===== config.mk =====
export PLATFORM = sky130hd
export DESIGN_NAME = addi_seq_ctrl_flat
export DESIGN_NICKNAME = d
export VERILOG_FILES = /design/src/rtl/addi_seq_ctrl_if.sv /design/src/rtl/addi_seq_ctrl.sv /design/src/flat_wrapper.sv
export SDC_FILE = /design/constraint.sdc
export NUM_CORES = 1
export LEC_CHECK = 0
export ABC_CLOCK_PERIOD_IN_PS = 3900
export CAP_MARGIN = 20
export CORE_UTILIZATION = 46
export CTS_CLUSTER_SIZE = 12
export DETAILED_ROUTE_END_ITERATION = 8
export PLACE_DENSITY_LB_ADDON = 0.25
export SETUP_SLACK_MARGIN = 0.3
export SLEW_MARGIN = 25
export SYNTH_ARGS = -nofsm -noshare
export SYNTH_HDL_FRONTEND = slang
export SYNTH_SLANG_ARGS = --single-unit

===== constraint.sdc =====
create_clock -name clk -period 3.9 [get_ports clk]
set_clock_uncertainty 0.15 [all_clocks]
set_input_delay 1.17 -clock clk [delete_from_list [all_inputs] [get_ports clk]]
set_output_delay 1.17 -clock clk [all_outputs]
set_load 0.01 [all_outputs]

===== src/rtl/addi_seq_ctrl_if.sv =====
// Bus bundle between the sequencer and its IFU, register file and shared adder.
// master is the sequencer side; slave is the IFU/adder/register-file side.
interface addi_seq_ctrl_if #(
  parameter int unsigned DATA_WIDTH = 32
);
  logic                  ifu_req;
  logic                  ifu_valid;
  logic [31:0]           inst;
  logic [DATA_WIDTH-1:0] result;
  logic [1:0]            adder_left_opt;
  logic [1:0]            adder_right_opt;
  logic                  rf_wen;
  logic [4:0]            rf_waddr;
  logic [DATA_WIDTH-1:0] rf_wdata;

  modport master (
    output ifu_req, adder_left_opt, adder_right_opt, rf_wen, rf_waddr, rf_wdata,
    input  ifu_valid, inst, result
  );

  modport slave (
    input  ifu_req, adder_left_opt, adder_right_opt, rf_wen, rf_waddr, rf_wdata,
    output ifu_valid, inst, result
  );
endinterface


===== src/rtl/addi_seq_ctrl.sv =====
// Multi-cycle sequencer for the shared-adder CPU: fetch, decode, two execute cycles.
// Owns the PC; steers adder results to the register file or the PC.
module addi_seq_ctrl #(
  parameter int unsigned         DATA_WIDTH = 32,
  parameter logic [DATA_WIDTH-1:0] RESET_PC = 32'h8000_0000
) (
  input  logic                  clk,
  input  logic                  rst,
  addi_seq_ctrl_if.master       bus,
  output logic [DATA_WIDTH-1:0] pc,
  output logic                  halt,
  output logic                  illegal
);

  typedef enum logic [2:0] {StFetch, StDecode, StEx1, StEx2, StHalt} state_e;
  typedef enum logic [2:0] {OpAddi, OpAuipc, OpLui, OpJal, OpJalr, OpEbreak, OpIllegal} op_e;

  localparam logic [1:0] LeftSrc1  = 2'd0;
  localparam logic [1:0] LeftPc    = 2'd1;
  localparam logic [1:0] LeftZero  = 2'd2;
  localparam logic [1:0] RightImm  = 2'd0;
  localparam logic [1:0] RightFour = 2'd1;
  localparam logic [1:0] RightZero = 2'd2;

  state_e                state_q;
  logic [31:0]           inst_q;
  logic [DATA_WIDTH-1:0] pc_q;
  logic [DATA_WIDTH-1:0] target_q;
  logic                  halt_q;
  logic                  illegal_q;

  op_e        op;
  logic [1:0] left_sel;
  logic [1:0] right_sel;
  logic       rf_slot;

  always_comb begin
    op = OpIllegal;
    if (inst_q == 32'h0010_0073) begin
      op = OpEbreak;
    end else begin
      case (inst_q[6:0])
        7'b0010011: if (inst_q[14:12] == 3'b000) op = OpAddi;
        7'b0010111: op = OpAuipc;
        7'b0110111: op = OpLui;
        7'b1101111: op = OpJal;
        7'b1100111: if (inst_q[14:12] == 3'b000) op = OpJalr;
        default:    op = OpIllegal;
      endcase
    end
  end

  // Select codes and the write slot are a pure function of state and latched inst.
  always_comb begin
    left_sel  = LeftZero;
    right_sel = RightZero;
    rf_slot   = 1'b0;
    if (state_q == StEx1) begin
      case (op)
        OpAddi:  begin left_sel = LeftSrc1; right_sel = RightImm;  rf_slot = 1'b1; end
        OpAuipc: begin left_sel = LeftPc;   right_sel = RightImm;  rf_slot = 1'b1; end
        OpLui:   begin left_sel = LeftZero; right_sel = RightImm;  rf_slot = 1'b1; end
        OpJal:   begin left_sel = LeftPc;   right_sel = RightFour; rf_slot = 1'b1; end
        OpJalr:  begin left_sel = LeftSrc1; right_sel = RightImm; end
        default: ;
      endcase
    end else if (state_q == StEx2) begin
      case (op)
        OpJal:   begin left_sel = LeftPc; right_sel = RightImm; end
        OpJalr:  begin left_sel = LeftPc; right_sel = RightFour; rf_slot = 1'b1; end
        default: begin left_sel = LeftPc; right_sel = RightFour; end
      endcase
    end
  end

  // rst masks everything so a write due in the reset cycle is dropped.
  assign bus.ifu_req         = (state_q == StFetch) && !rst;
  assign bus.adder_left_opt  = rst ? LeftZero  : left_sel;
  assign bus.adder_right_opt = rst ? RightZero : right_sel;
  assign bus.rf_wen          = rf_slot && (inst_q[11:7] != 5'd0) && !rst;
  assign bus.rf_waddr        = inst_q[11:7];
  assign bus.rf_wdata        = bus.result;
  assign pc                  = pc_q;
  assign halt                = halt_q && !rst;
  assign illegal             = illegal_q && !rst;

  always_ff @(posedge clk) begin
    if (rst) begin
      state_q   <= StFetch;
      pc_q      <= RESET_PC;
      inst_q    <= '0;
      target_q  <= '0;
      halt_q    <= 1'b0;
      illegal_q <= 1'b0;
    end else begin
      case (state_q)
        StFetch: begin
          if (bus.ifu_valid) begin
            inst_q  <= bus.inst;
            state_q <= StDecode;
          end
        end
        StDecode: begin
          case (op)
            OpEbreak: begin
              halt_q  <= 1'b1;
              state_q <= StHalt;
            end
            OpIllegal: begin
              halt_q    <= 1'b1;
              illegal_q <= 1'b1;
              state_q   <= StHalt;
            end
            default: state_q <= StEx1;
          endcase
        end
        StEx1: begin
          if (op == OpJalr) target_q <= {bus.result[DATA_WIDTH-1:1], 1'b0};
          state_q <= StEx2;
        end
        StEx2: begin
          pc_q    <= (op == OpJalr) ? target_q : bus.result;
          state_q <= StFetch;
        end
        StHalt:  state_q <= StHalt;
        default: state_q <= StFetch;
      endcase
    end
  end

endmodule


===== src/flat_wrapper.sv =====
// flat-port wrapper written by rule: the top's interface ports become plain ports
module addi_seq_ctrl_flat 
#(
  parameter int unsigned         DATA_WIDTH = 32,
  parameter logic [DATA_WIDTH-1:0] RESET_PC = 32'h8000_0000
)
  (clk, rst, pc, halt, illegal, bus_ifu_req, bus_adder_left_opt, bus_adder_right_opt, bus_rf_wen, bus_rf_waddr, bus_rf_wdata, bus_ifu_valid, bus_inst, bus_result);
  addi_seq_ctrl_if #(.DATA_WIDTH(DATA_WIDTH)) bus_i ();
  input  logic clk;
  input  logic rst;
  output logic [DATA_WIDTH-1:0] pc;
  output logic halt;
  output logic illegal;
  output wire logic [$bits(bus_i.ifu_req)-1:0] bus_ifu_req;
  output wire logic [$bits(bus_i.adder_left_opt)-1:0] bus_adder_left_opt;
  output wire logic [$bits(bus_i.adder_right_opt)-1:0] bus_adder_right_opt;
  output wire logic [$bits(bus_i.rf_wen)-1:0] bus_rf_wen;
  output wire logic [$bits(bus_i.rf_waddr)-1:0] bus_rf_waddr;
  output wire logic [$bits(bus_i.rf_wdata)-1:0] bus_rf_wdata;
  input wire logic [$bits(bus_i.ifu_valid)-1:0] bus_ifu_valid;
  input wire logic [$bits(bus_i.inst)-1:0] bus_inst;
  input wire logic [$bits(bus_i.result)-1:0] bus_result;
  assign bus_ifu_req = bus_i.ifu_req;
  assign bus_adder_left_opt = bus_i.adder_left_opt;
  assign bus_adder_right_opt = bus_i.adder_right_opt;
  assign bus_rf_wen = bus_i.rf_wen;
  assign bus_rf_waddr = bus_i.rf_waddr;
  assign bus_rf_wdata = bus_i.rf_wdata;
  assign bus_i.ifu_valid = bus_ifu_valid;
  assign bus_i.inst = bus_inst;
  assign bus_i.result = bus_result;
  addi_seq_ctrl #(.DATA_WIDTH(DATA_WIDTH), .RESET_PC(RESET_PC)) u_core (.clk(clk), .rst(rst), .bus(bus_i), .pc(pc), .halt(halt), .illegal(illegal));
endmodule

# == Word-level counts from Yosys, hierarchy flattened ==
# Index checks and enable logic that the tools add are counted.
# op_classes
n_eq_ne,17
mux,21
n_reduce_logical,19
# op_table
op,n
"32-bit by 21-bit == test with 1-bit output, second input constant",1
32-bit two-way mux,1
3-bit one-hot mux with 5 select lines,1
"7-bit by 5-bit == test with 1-bit output, second input constant",2
"7-bit == test, second input constant",2
2-bit two-way mux,7
"3-bit by 2-bit == test with 1-bit output, second input constant",4
"3-bit == test, second input constant",4
3-bit two-way mux,4
3-bit one-hot mux with 4 select lines,1
3-bit logical NOT,3
2-bit one-hot mux with 2 select lines,2
2-bit AND reduction,4
4-bit OR reduction,2
"7-bit by 6-bit == test with 1-bit output, second input constant",1
"3-bit by 1-bit == test with 1-bit output, second input constant",2
2-bit OR reduction,3
1-bit logical AND,5
1-bit two-way mux,5
5-bit nonzero test,1
"2-bit != test, second input constant",1
1-bit logical NOT,1
# totals
regBits,100

# == Logic depth before layout (Yosys ltp) ==
# Gate-level depths: netlist of the first run.
# logic_depth
ltp_word,10
depth_mapped,9
depth_no_buf,5

# == Least setup slack after synthesis of the first run ==
# Ideal clock, no wire load.
# synth_timing
path_kind,reg2out
from,register u_core.inst_q[6]
to,output port bus_rf_wen
slack_ns,0.366
path_stages_with_launch,10
arrival_time_ns,2.214
required_ns,2.580
cell_sequence,dfxtp_1 -> clkbuf_1 -> or4b_2 -> and3_1 -> clkbuf_1 -> a211o_1 -> buf_2 -> buf_2 -> mux2i_1 -> and3_1
# synth_via
elab_chain_len,9
elab_cells_between_ends,20
cone_classes,eq/ne: 10; mux: 6; reduce/logical: 4
# synth_rtl
item,line_no,source
start: declaration,addi_seq_ctrl.sv:26,logic [31:0] inst_q;
start signal: assignment,addi_seq_ctrl.sv:99,inst_q <= bus.inst;
7-bit == test (tied with other cells),addi_seq_ctrl.sv:42,case (inst_q[6:0])
3-bit one-hot mux with 5 select lines,addi_seq_ctrl.sv:42,
3-bit two-way mux *,addi_seq_ctrl.sv:39,if (inst_q == 32'h0010_0073) begin
3-bit by 1-bit == test with 1-bit output (tied with other cells),addi_seq_ctrl.sv:59,case (op)
4-bit OR reduction (no line) or 1-bit two-way mux (tied branches),--,
1-bit two-way mux (on tied branches),"addi_seq_ctrl.sv:59, addi_seq_ctrl.sv:67",
1-bit two-way mux *,addi_seq_ctrl.sv:58,if (state_q == StEx1) begin
1-bit logical AND * (2 in a row),addi_seq_ctrl.sv:80,assign bus.rf_wen = rf_slot && (inst_q[11:7] != 5'd0) && !rst;
end: declaration,flat_wrapper.sv:17,output wire logic [$bits(bus_i.rf_wen)-1:0] bus_rf_wen;
# Every way passes the cells marked *; elsewhere a longest branch is shown, timed or not.

# == Worst setup path in the final report of the first run ==
# layout_timing
from,register u_core.inst_q[5]
to,output port bus_rf_wen
# Same word-level chain as after synthesis.

==> summary.md, run 1 <==
| Metric | Value |
|---|---|
| Iter 0 DRT Violations | approximately 130 |
| DRC viols | 0 |
| 1st-pass router iterations | 4 |
| Antenna Violating Nets Remaining | 0 |
| Number of max-cap violations | 0 |
| Diode count | 0 |
| Mapped Nets | around 600 |
| Switching share of power | around 24% |
| DR vias | between 4,000 and 5,000 |
| H-tree levels | 3 |
| First-pass GRT wire length | ~17,000 um |
| Max Slew Vio Count | 0 |
| Slew @ Worst Pin | around 0.74 ns |
| DIE AREA | just over 0.01 mm^2 |
| Peak supply drop | about 0.23 mV |
| Area Overhead vs Synth | 36.57% |
| Ys Warns | 0 |
| Status | finished clean |
| Cell Chain, Critical Path | or4b_4 > a2111oi_4 > buf_4 > o21ai_2 > mux2i_1 > and3_1 > buf_2 |
| Arr. time, crit path | ~2.4 ns |
| Post-Syn Instances | approximately 540 |
| Switching power | between 400 and 500 uW |
| Yosys reg bits | 100 |
| Die Ht | ~100 um |
| Leak | between 2 and 2.5 nW |
| CP max stage cell | or4b_4 |
| Ys async rst share | 0% |
| Hold buffers post-CTS | 0 |
| Total Wirelength | around 11,000 um |
| Syn Area/Cell | 8.246 um^2 |
| Clk pwr share | 35.2% |
| Combinational share of power | around an eighth |
| Simple-Gate Fraction of Synth Area | a little under a quarter |
| Adder-cell share of the synthesized area | 0% |
| Tightest Hold Check Type | reg -> reg |
| GRT overflow | 0 |
| CTS tree | built |
| Worst-Skew Late Latency | 0.36 ns |
| Initial antenna violation count | 0 |
| CTS sink count | 100 |
| Post-Syn Area | 0.004486 mm^2 |
| Headroom to the max-slew limit | roughly 50% |
| Detail Placement HPWL | 7415 um |
| Seq pwr share | between 50% and 60% |
| I/O Buffers | around 140 |
| Max clock buf depth | 2 |
| Seq/Total Area, Yosys | 44.63% |
| RSZ-0062 raised after global routing | true |
| Clk root buf | clkbuf_8 |
| I/O Pins | between 100 and 150 |
| Die width | a little over 100 um |
| Starting density of the core | around 48% |
| Area leader, netlist | dfxtp_1 |
| Share of the synthesized area in the top cell type | 44.63% |
| Vias per Instance | roughly 5.2 |
| Most common cell after layout, fill and taps aside | clkdlybuf4s50_1 |
| P per Cell Area | between 300 and 400 mW/mm^2 |
| Most frequent cells in the layout | clkdlybuf4s50_1 (132), nand2_1 (103), dfxtp_1 (96), nor2_1 (69), a21oi_1 (36) |
| Vias in the first global route | about 3,700 |
| Rows | 35 |
| Min cycle time layout | about 3.7 ns |
| Critical setup path kind | reg -> out |
| Internal | 1.552 mW |
| Core area | ~0.0093 mm^2 |
| Unique masters post-synth | 42 |
| Layout cell share with drive strength beyond 1 | under 10% |
| DR WL/cell | around 14 um |
| Final Hold Violating Endpoints | 0 |
| Final nets | slightly above 700 |
| Pin count of the biggest net entering global routing | 66 |
| Xor-xnor portion of the synthesized cell area | 0.3905% |
| Largest cells by area after synthesis | dfxtp_1 (45%), nand2_1 (8.7%), mux2i_1 (7.1%), buf_4 (6.7%), a311oi_1 (5.9%) |
| Ys flop type | dfxtp_1 |
| Final worst path period share | roughly 95% |
| Fmax | 0.2694 GHz |
| Inserted Clock Buffers | 9 |
| Setup TNS Final | 0 ns |
| Max incr delay on CP | 0.55 ns |
| Crit-path max FO | 3 |
| Final setup viols | 0 |
| Routability Congestion | ~0.8 |
| Setup crit start kind | register |
| Compound-Gate Fraction of Synth Area | about 14% |
| Crit path capture type | output pin |
| Worst Path Required | between 2 and 3 ns |
| Main combinational cell family by area after synthesis | simple AND/OR/NAND/NOR gates |
| Clk slew on worst S/H paths | roughly 0.090 ns |
| Mux contribution to synthesized area | roughly 7% |
| Total track usage | 21.60% |
| EDFF count, synth | 0 |
| Power consumption | slightly above 2 mW |
[path summary, 6_finish.rpt]
path                          start                  to  slack [ns]  cells after the start
hold reg to reg   u_core.inst_q[20]   u_core.inst_q[20]        0.31                      2
setup / recovery   u_core.inst_q[5]          bus_rf_wen        0.19                      7
setup reg to reg   u_core.inst_q[5]  u_core.target_q[3]        0.84                      8
hold / removal    u_core.inst_q[20]   u_core.inst_q[20]        0.31                      2
[routing by layer]
layer / GRT usage, % / routed length, um / vias to the layer above
li1: - / - / 2038
met1: 25.63 / 4695 / 1864
met2: 38.72 / 5495 / 118
met3: 3.606 / 524 / 18
met4: 8.696 / 217 / 0
met5: 0 / 0 / -
[critical path, delay by kind of cell (launching register included)]
kind	cells	cell delay, ns
flip-flops	1	0.35
AO/OA/AOI/OAI	2	0.47
AND/OR/NAND/NOR	2	0.72
multiplexers	1	0.18
buffers and inverters	2	0.31
[area by class of cell]
type	count	area [um^2]
flip-flops and latches	100	2009
fillers	816	3202
multi-input cells	364	2079
clock inverters	7	98.84
repair buffers	167	1649
clock buffers	9	123.9
inverters	1	3.754
well taps	129	161.4
[flip-flops by register name, summed over array words and instances (netlist names)]
name and count:
u_core.pc 32, u_core.state_q 3, u_core.inst_q 32, u_core.halt_q 1
u_core.target_q 31, u_core.illegal_q 1
[cells by family (layout without fill, tap and decap cells)]
family | Yosys count | after routing
AOI/OAI and AO/OA | 86 | 86
DFF | 100 | 100
and+or+nand+nor | 244 | 244
xor gates and xnor gates | 2 | 2
muxes | 32 | 32
buffers and inverters | 80 | 184
[repair_timing]
item,4_1_cts,5_1_grt
gates resized for setup,25,9
setup buffers,5,4
pin swaps,4,4
setup endpoints to repair,6,8
cloned,1,0
[Yosys cell counts, types with 2 or more instances]
master    instances
and3_1            2
dfxtp_1         100
nor4b_1           2
nand4b_1          2
o21ai_1           2
o21a_1            2
nor2_1           69
a21oi_1          37
nor4_1            5
o21ai_0           3
mux2i_1          32
nor3_1            5
nand3_1          33
buf_2             9
nor2b_1           8
nand2_1         104
a211o_1           2
or3_1             4
and2_1            2
xnor2_1           2
buf_4            40
a311oi_1         30
clkbuf_1         29
nand2b_1          2
[per-stage QoR]
| step | area (um^2) | utilization (%) | setup WS [ns] | hold WS (ns) | std cells |
|---|---|---|---|---|---|
| 3_3_place_gp | 5746 | 61.60 | 0.1710 | 0.2875 | 751 |
| 6_report | 6126 | 65.67 | 0.1875 | 0.3058 | 777 |
| 5_1_grt | 6126 | 65.67 | 0.09542 | 0.3321 | 777 |
| 2_1_floorplan | 4486 | - | 0.3658 | 0.2816 | 544 |
| 3_5_place_dp | 5746 | 61.60 | 0.08708 | 0.2952 | 751 |
| 4_1_cts | 6070 | 65.07 | 0.1643 | 0.3076 | 773 |
[power groups by stage]
stage | clock network [mW] | logic (mW) | registers, mW
CTS | 0.738 | 0.262 | 1.07
detailed placement | 0 | 0.255 | 1.09
floorplan | 0 | 0.139 | 1.08
global route | 0.778 | 0.286 | 1.07
global placement | 0 | 0.251 | 1.09
finish | 0.722 | 0.262 | 1.07
(Power assumes the default switching activity.)
==> run 2: changes to the inputs <==
- PLACE_DENSITY: not set -> 0.8
- PLACE_DENSITY_LB_ADDON: 0.25 -> not set
==> summary.md, run 2 (synthesis gave the netlist of run 1 again) <==
| Metric | Value |
|---|---|
| Status | finished clean |
| Vias per Instance | ~5.3 |
| Initial antenna violation count | 0 |
| Hold buffers post-CTS | 0 |
| Cell Chain, Critical Path | or4b_4 > buf_4 > nand2b_1 > o2111ai_1 > nand2_1 > o21ai_1 > clkdlybuf4s15_2 |
| Hold path depth | 2 |
| Leak | between 2 and 2.5 nW |
| Iter 0 DRT Violations | ~170 |
| Crit. path cell count | 7 |
| Vias in the first global route | 3,889 |
| Final Hold Violating Endpoints | 0 |
| Diode count | 0 |
| Fmax | 0.2767 GHz |
| CTS sink count | 100 |
| Fin cells | 781 |
| H-tree levels | 3 |
| DP Area | 0.005753 mm^2 |
| Slew @ Worst Pin | 0.8076 ns |
| Critical setup path kind | reg -> out |
| Clk root buf | clkbuf_8 |
| Max Slew Vio Count | 0 |
| Min cycle time layout | 3.614 ns |
| RR Endpoint | u_core.target_q[5] |
| Core area | 0.009328 mm^2 |
| R2R setup slack | 0.72 ns |
| Worst Path Required | 2.58 ns |
| RSZ-0062 raised after global routing | true |
| Top cell family by delay on the critical path | simple AND/OR/NAND/NOR gates |
| Total Wirelength | around 11,000 um |
| Worst Hold Launch | u_core.inst_q[24] |
| Fillers | 762 |
| Arr. time, crit path | between 2 and 2.5 ns |
| Setup TNS Final | 0 ns |
| Total track usage | between 20 and 25% |
| Starting density of the core | 48.09% |
| 1st-pass router iterations | 4 |
| Final setup viols | 0 |
| Area Overhead vs Synth | 37.07% |
| Worst r2r src | u_core.inst_q[6] |
| Rows | 35 |
| Worst-Skew Late Latency | between 0.3 and 0.4 ns |
| Design Area, Final | ~0.0061 mm^2 |
| Clk slew on worst S/H paths | around 0.1 ns |
| Final nets | 715 |
| Die width | around 100 um |
| Inserted Clock Buffers | 9 |
| First-pass GRT wire length | about 18,000 um |
| Layout cell share with drive strength beyond 1 | under 10% |
| Tightest Hold Check Type | reg -> reg |
| P per Cell Area | approximately 320 mW/mm^2 |
| I/O Buffers | roughly 140 |
| Crit-path max FO | 4 |
| Pin count of the biggest net entering global routing | 63 |
| DR vias | 4,114 |
| Detail Placement HPWL | about 7700 um |
| Headroom to the max-slew limit | 46.14% |
| GRT overflow | 0 |
| Routability Congestion | 0.7755 |
| DIE AREA | approximately 0.010 mm^2 |
| Most frequent cells in the layout | clkdlybuf4s50_1 (130), nand2_1 (104), dfxtp_1 (95), nor2_1 (69), a21oi_1 (37) |
| Length in cells of the worst reg-to-reg path | 9 |
| Most common cell after layout, fill and taps aside | clkdlybuf4s50_1 |
| CP max stage cell | or4b_4 |
| Max clock buf depth | 2 |
| Final worst path period share | 92.67% |
| DR WL/cell | approximately 14 um |
| Die Ht | 100.8 um |
| Number of max-cap violations | 0 |
| Worst path bufs/invs | 2 |
| Crit path capture type | output pin |
| Max incr delay on CP | between 0.5 and 0.6 ns |
| WHS Endpoint | u_core.inst_q[24] |
| I/O Pins | roughly 140 |
| DRC viols | 0 |
| CTS tree | built |
| Antenna Violating Nets Remaining | 0 |
| Placed Instances | between 700 and 800 |
| Setup crit start kind | register |
| Peak supply drop | between 0.2 and 0.25 mV |
==> run 2: worst max-delay path by stage <==
stage	startpoint	to	slack, ns
5_1_grt	u_core.inst_q[6]	bus_adder_right_opt[1]	0.18
3_5_place_dp	u_core.inst_q[2]	bus_adder_left_opt[1]	0.12
3_3_place_gp	u_core.inst_q[2]	bus_adder_left_opt[1]	0.17
6_report	u_core.inst_q[6]	bus_adder_right_opt[1]	0.29
4_1_cts	u_core.inst_q[6]	bus_adder_right_opt[1]	0.22
2_1_floorplan	u_core.inst_q[6]	bus_rf_wen	0.37
==> run 2: layout make-up <==
| cell class | instances | area (um^2) | area share (%) |
|---|---|---|---|
| clock buffers | 10 | 137.6 | 2.239 |
| clock inverters | 5 | 61.31 | 0.9972 |
| inverters | 1 | 3.754 | 0.06105 |
| multi-input cells | 364 | 2077 | 33.78 |
| flip-flops and latches | 100 | 2013 | 32.74 |
| well taps | 129 | 161.4 | 2.625 |
| repair buffers | 172 | 1694 | 27.55 |
==> run 2: power breakdown <==
part | switching [mW] | total, mW | internal [mW]
registers | 0.0195 | 1.07 | 1.05
logic | 0.122 | 0.266 | 0.144
clock network | 0.348 | 0.662 | 0.314
==> run 2: worst register-to-register path, cell delays in order, from the launching register on <==
cell and delay [ns]:
dfxtp_4 0.36, or4b_4 0.56, a2111oi_4 0.36, buf_4 0.18, buf_12 0.09, buf_4 0.24
o2111ai_4 0.45, buf_4 0.41, mux2i_1 0.20, nor2_1 0.06
==> run 2: per-layer routing <==
layer / vias to the layer above / global-route usage, % / routed length [um]
li1: 2047 / - / -
met1: 1932 / 26.49 / 4684
met2: 125 / 40.31 / 5789
met3: 10 / 4.785 / 566
met4: 0 / 6.243 / 132
met5: - / 0 / 0
==> run 2: through the flow <==
stage                     util [%]  setup slack [ns]  hold slack [ns]  total power [mW]
after floorplan                  -            0.3658           0.2816             1.221
after global placement       61.68            0.1683           0.2886             1.337
after detailed placement     61.68            0.1179           0.2986             1.345
after CTS                    65.43            0.2186           0.3127             2.006
after global routing         65.92            0.1786           0.3309             2.078
final                        65.92            0.2859           0.3102             1.993
==> run 2: timing repair <==
item / in CTS / in global routing
setup buffers: 10 / 3
pin swaps: 4 / 4
hold endpoints to repair: 0 / 0
gates cloned: 1 / 0
endpoints found under the setup margin: 6 / 9
gates resized for setup: 27 / 13
==> run 3: changes to the inputs <==
- SLEW_MARGIN: 25 -> not set
==> summary.md, run 3 (synthesis gave the netlist of run 1 again) <==
| Metric | Value |
|---|---|
| Fmax | 0.2770 GHz |
| Die width | 100.8 um |
| DIE AREA | 0.01015 mm^2 |
| Total Wirelength | ~11,000 um |
| Final Hold Violating Endpoints | 0 |
| Area Overhead vs Synth | 37.49% |
| Grt met3 use | 4.785% |
| Vias in the first global route | 3,889 |
| Peak supply drop | ~0.25 mV |
| Grt met1 use | 26.49% |
| Total track usage | 22.28% |
| CTS sink count | 100 |
| Most frequent cells in the layout | clkdlybuf4s50_1 (130), nand2_1 (104), dfxtp_1 (95), nor2_1 (69), a21oi_1 (37) |
| Status | finished clean |
| 1st-pass router iterations | 5 |
| Tightest Hold Check Type | reg -> reg |
| Starting density of the core | approximately 48% |
| Arr. time, crit path | between 2 and 2.5 ns |
| Hold path depth | 2 |
| Final worst path period share | between 90% and 100% |
| Diode count | 0 |
| Leak | 2.496 nW |
| Iter 0 DRT Violations | between 100 and 150 |
| Max Slew Vio Count | 0 |
| Number of max-cap violations | 0 |
| Worst Path Required | 2.58 ns |
| Crit path capture type | output pin |
| Detail Placement HPWL | roughly 7700 um |
| Setup TNS Final | 0 ns |
| Worst-Skew Late Latency | 0.36 ns |
| CTS tree | built |
| Setup crit start kind | register |
| Power consumption | 1.991 mW |
| I/O Pins | around 140 |
| Vias per Instance | ~5.3 |
| Inserted Clock Buffers | 9 |
| Layout cell share with drive strength beyond 1 | 10.11% |
| P per Cell Area | between 300 and 400 mW/mm^2 |
| Hold buffers post-CTS | 0 |
| Routability Congestion | 0.7755 |
| Final setup viols | 0 |
| DRC viols | 0 |
| DR WL/cell | between 10 and 15 um |
| Initial antenna violation count | 0 |
| Crit-path max FO | 6 |
| Final nets | between 700 and 800 |
| Core area | around 0.0093 mm^2 |
| I/O Buffers | between 100 and 150 |
| Rows | 35 |
| Max clock buf depth | 2 |
| RSZ-0062 raised after global routing | true |
| Length in cells of the worst reg-to-reg path | 9 |
| Critical setup path kind | reg -> out |
| Die Ht | roughly 100 um |
| Antenna Violating Nets Remaining | 0 |
| First-pass GRT wire length | 18,100 um |
| Gr busiest metal | met2 |
| Met2 global-route usage | about two fifths |
| Clk slew on worst S/H paths | around 0.090 ns |
| GRT overflow | 0 |
| Most common cell after layout, fill and taps aside | clkdlybuf4s50_1 |
| Clk root buf | clkbuf_8 |
| Slew @ Worst Pin | 0.7902 ns |
| Min cycle time layout | approximately 3.6 ns |
| H-tree levels | 3 |
| Headroom to the max-slew limit | approximately 47% |
| DR vias | around 4,100 |
| Pin count of the biggest net entering global routing | 63 |
[run 3: report_power, final]
group / internal [mW] / switching, mW / total [mW] / leakage (nW)
registers: 1.05 / 0.0195 / 1.07 / 0.814
logic: 0.144 / 0.122 / 0.266 / 1.58
clock network: 0.314 / 0.346 / 0.660 / 0.103
total: 1.50 / 0.487 / 1.99 / 2.50
[run 3: repair_timing]
item,in CTS,in global routing
pin swaps,4,4
resized for setup,27,13
setup buffers,10,3
setup endpoints to repair,6,9
gates cloned,1,0
[run 3: final cells by class]
class / count / area [um^2]
inverters: 1 / 3.754
multi-input cells: 364 / 2076
fillers: 761 / 3161
clock inverters: 5 / 61.31
flip-flops and latches: 100 / 2013
repair buffers: 173 / 1714
well taps: 129 / 161.4
clock buffers: 10 / 137.6
[run 3: worst paths after layout]
kind | start | end | slack, ns
max | u_core.inst_q[6] | bus_rf_wen | 0.29
min | u_core.inst_q[24] | u_core.inst_q[24] | 0.31
max reg2reg | u_core.inst_q[6] | u_core.target_q[10] | 0.73
min reg2reg | u_core.inst_q[24] | u_core.inst_q[24] | 0.31
[run 3: routing by layer]
metal  part of all wire [%]  vias up  wire (um)
met1                     42     1932       4657
met2                     52      125       5738
li1                       -     2048          -
met5                      0        -          0
met4                    1.2        0        136
met3                    5.4       12        600
[run 3: critical path, stage by stage (launching register included)]
cell     delay, ns
dfxtp_4       0.36
buf_6         0.12
or4bb_1       0.46
and3_4        0.17
a211o_1       0.29
buf_4         0.14
mux2i_1       0.10
and3_1        0.14
buf_2         0.13
[run 3: metrics by stage]
step                      setup slack, ns  hold slack, ns  cells  area, um^2  util [%]
after floorplan                    0.3658          0.2816    544        4486         -
after global placement             0.1683          0.2886    752        5753     61.68
after detailed placement           0.1179          0.2986    752        5753     61.68
after CTS                          0.2186          0.3127    778        6103     65.43
after global routing               0.1786          0.3309    782        6167     66.12
final                              0.2894          0.3108    782        6167     66.12
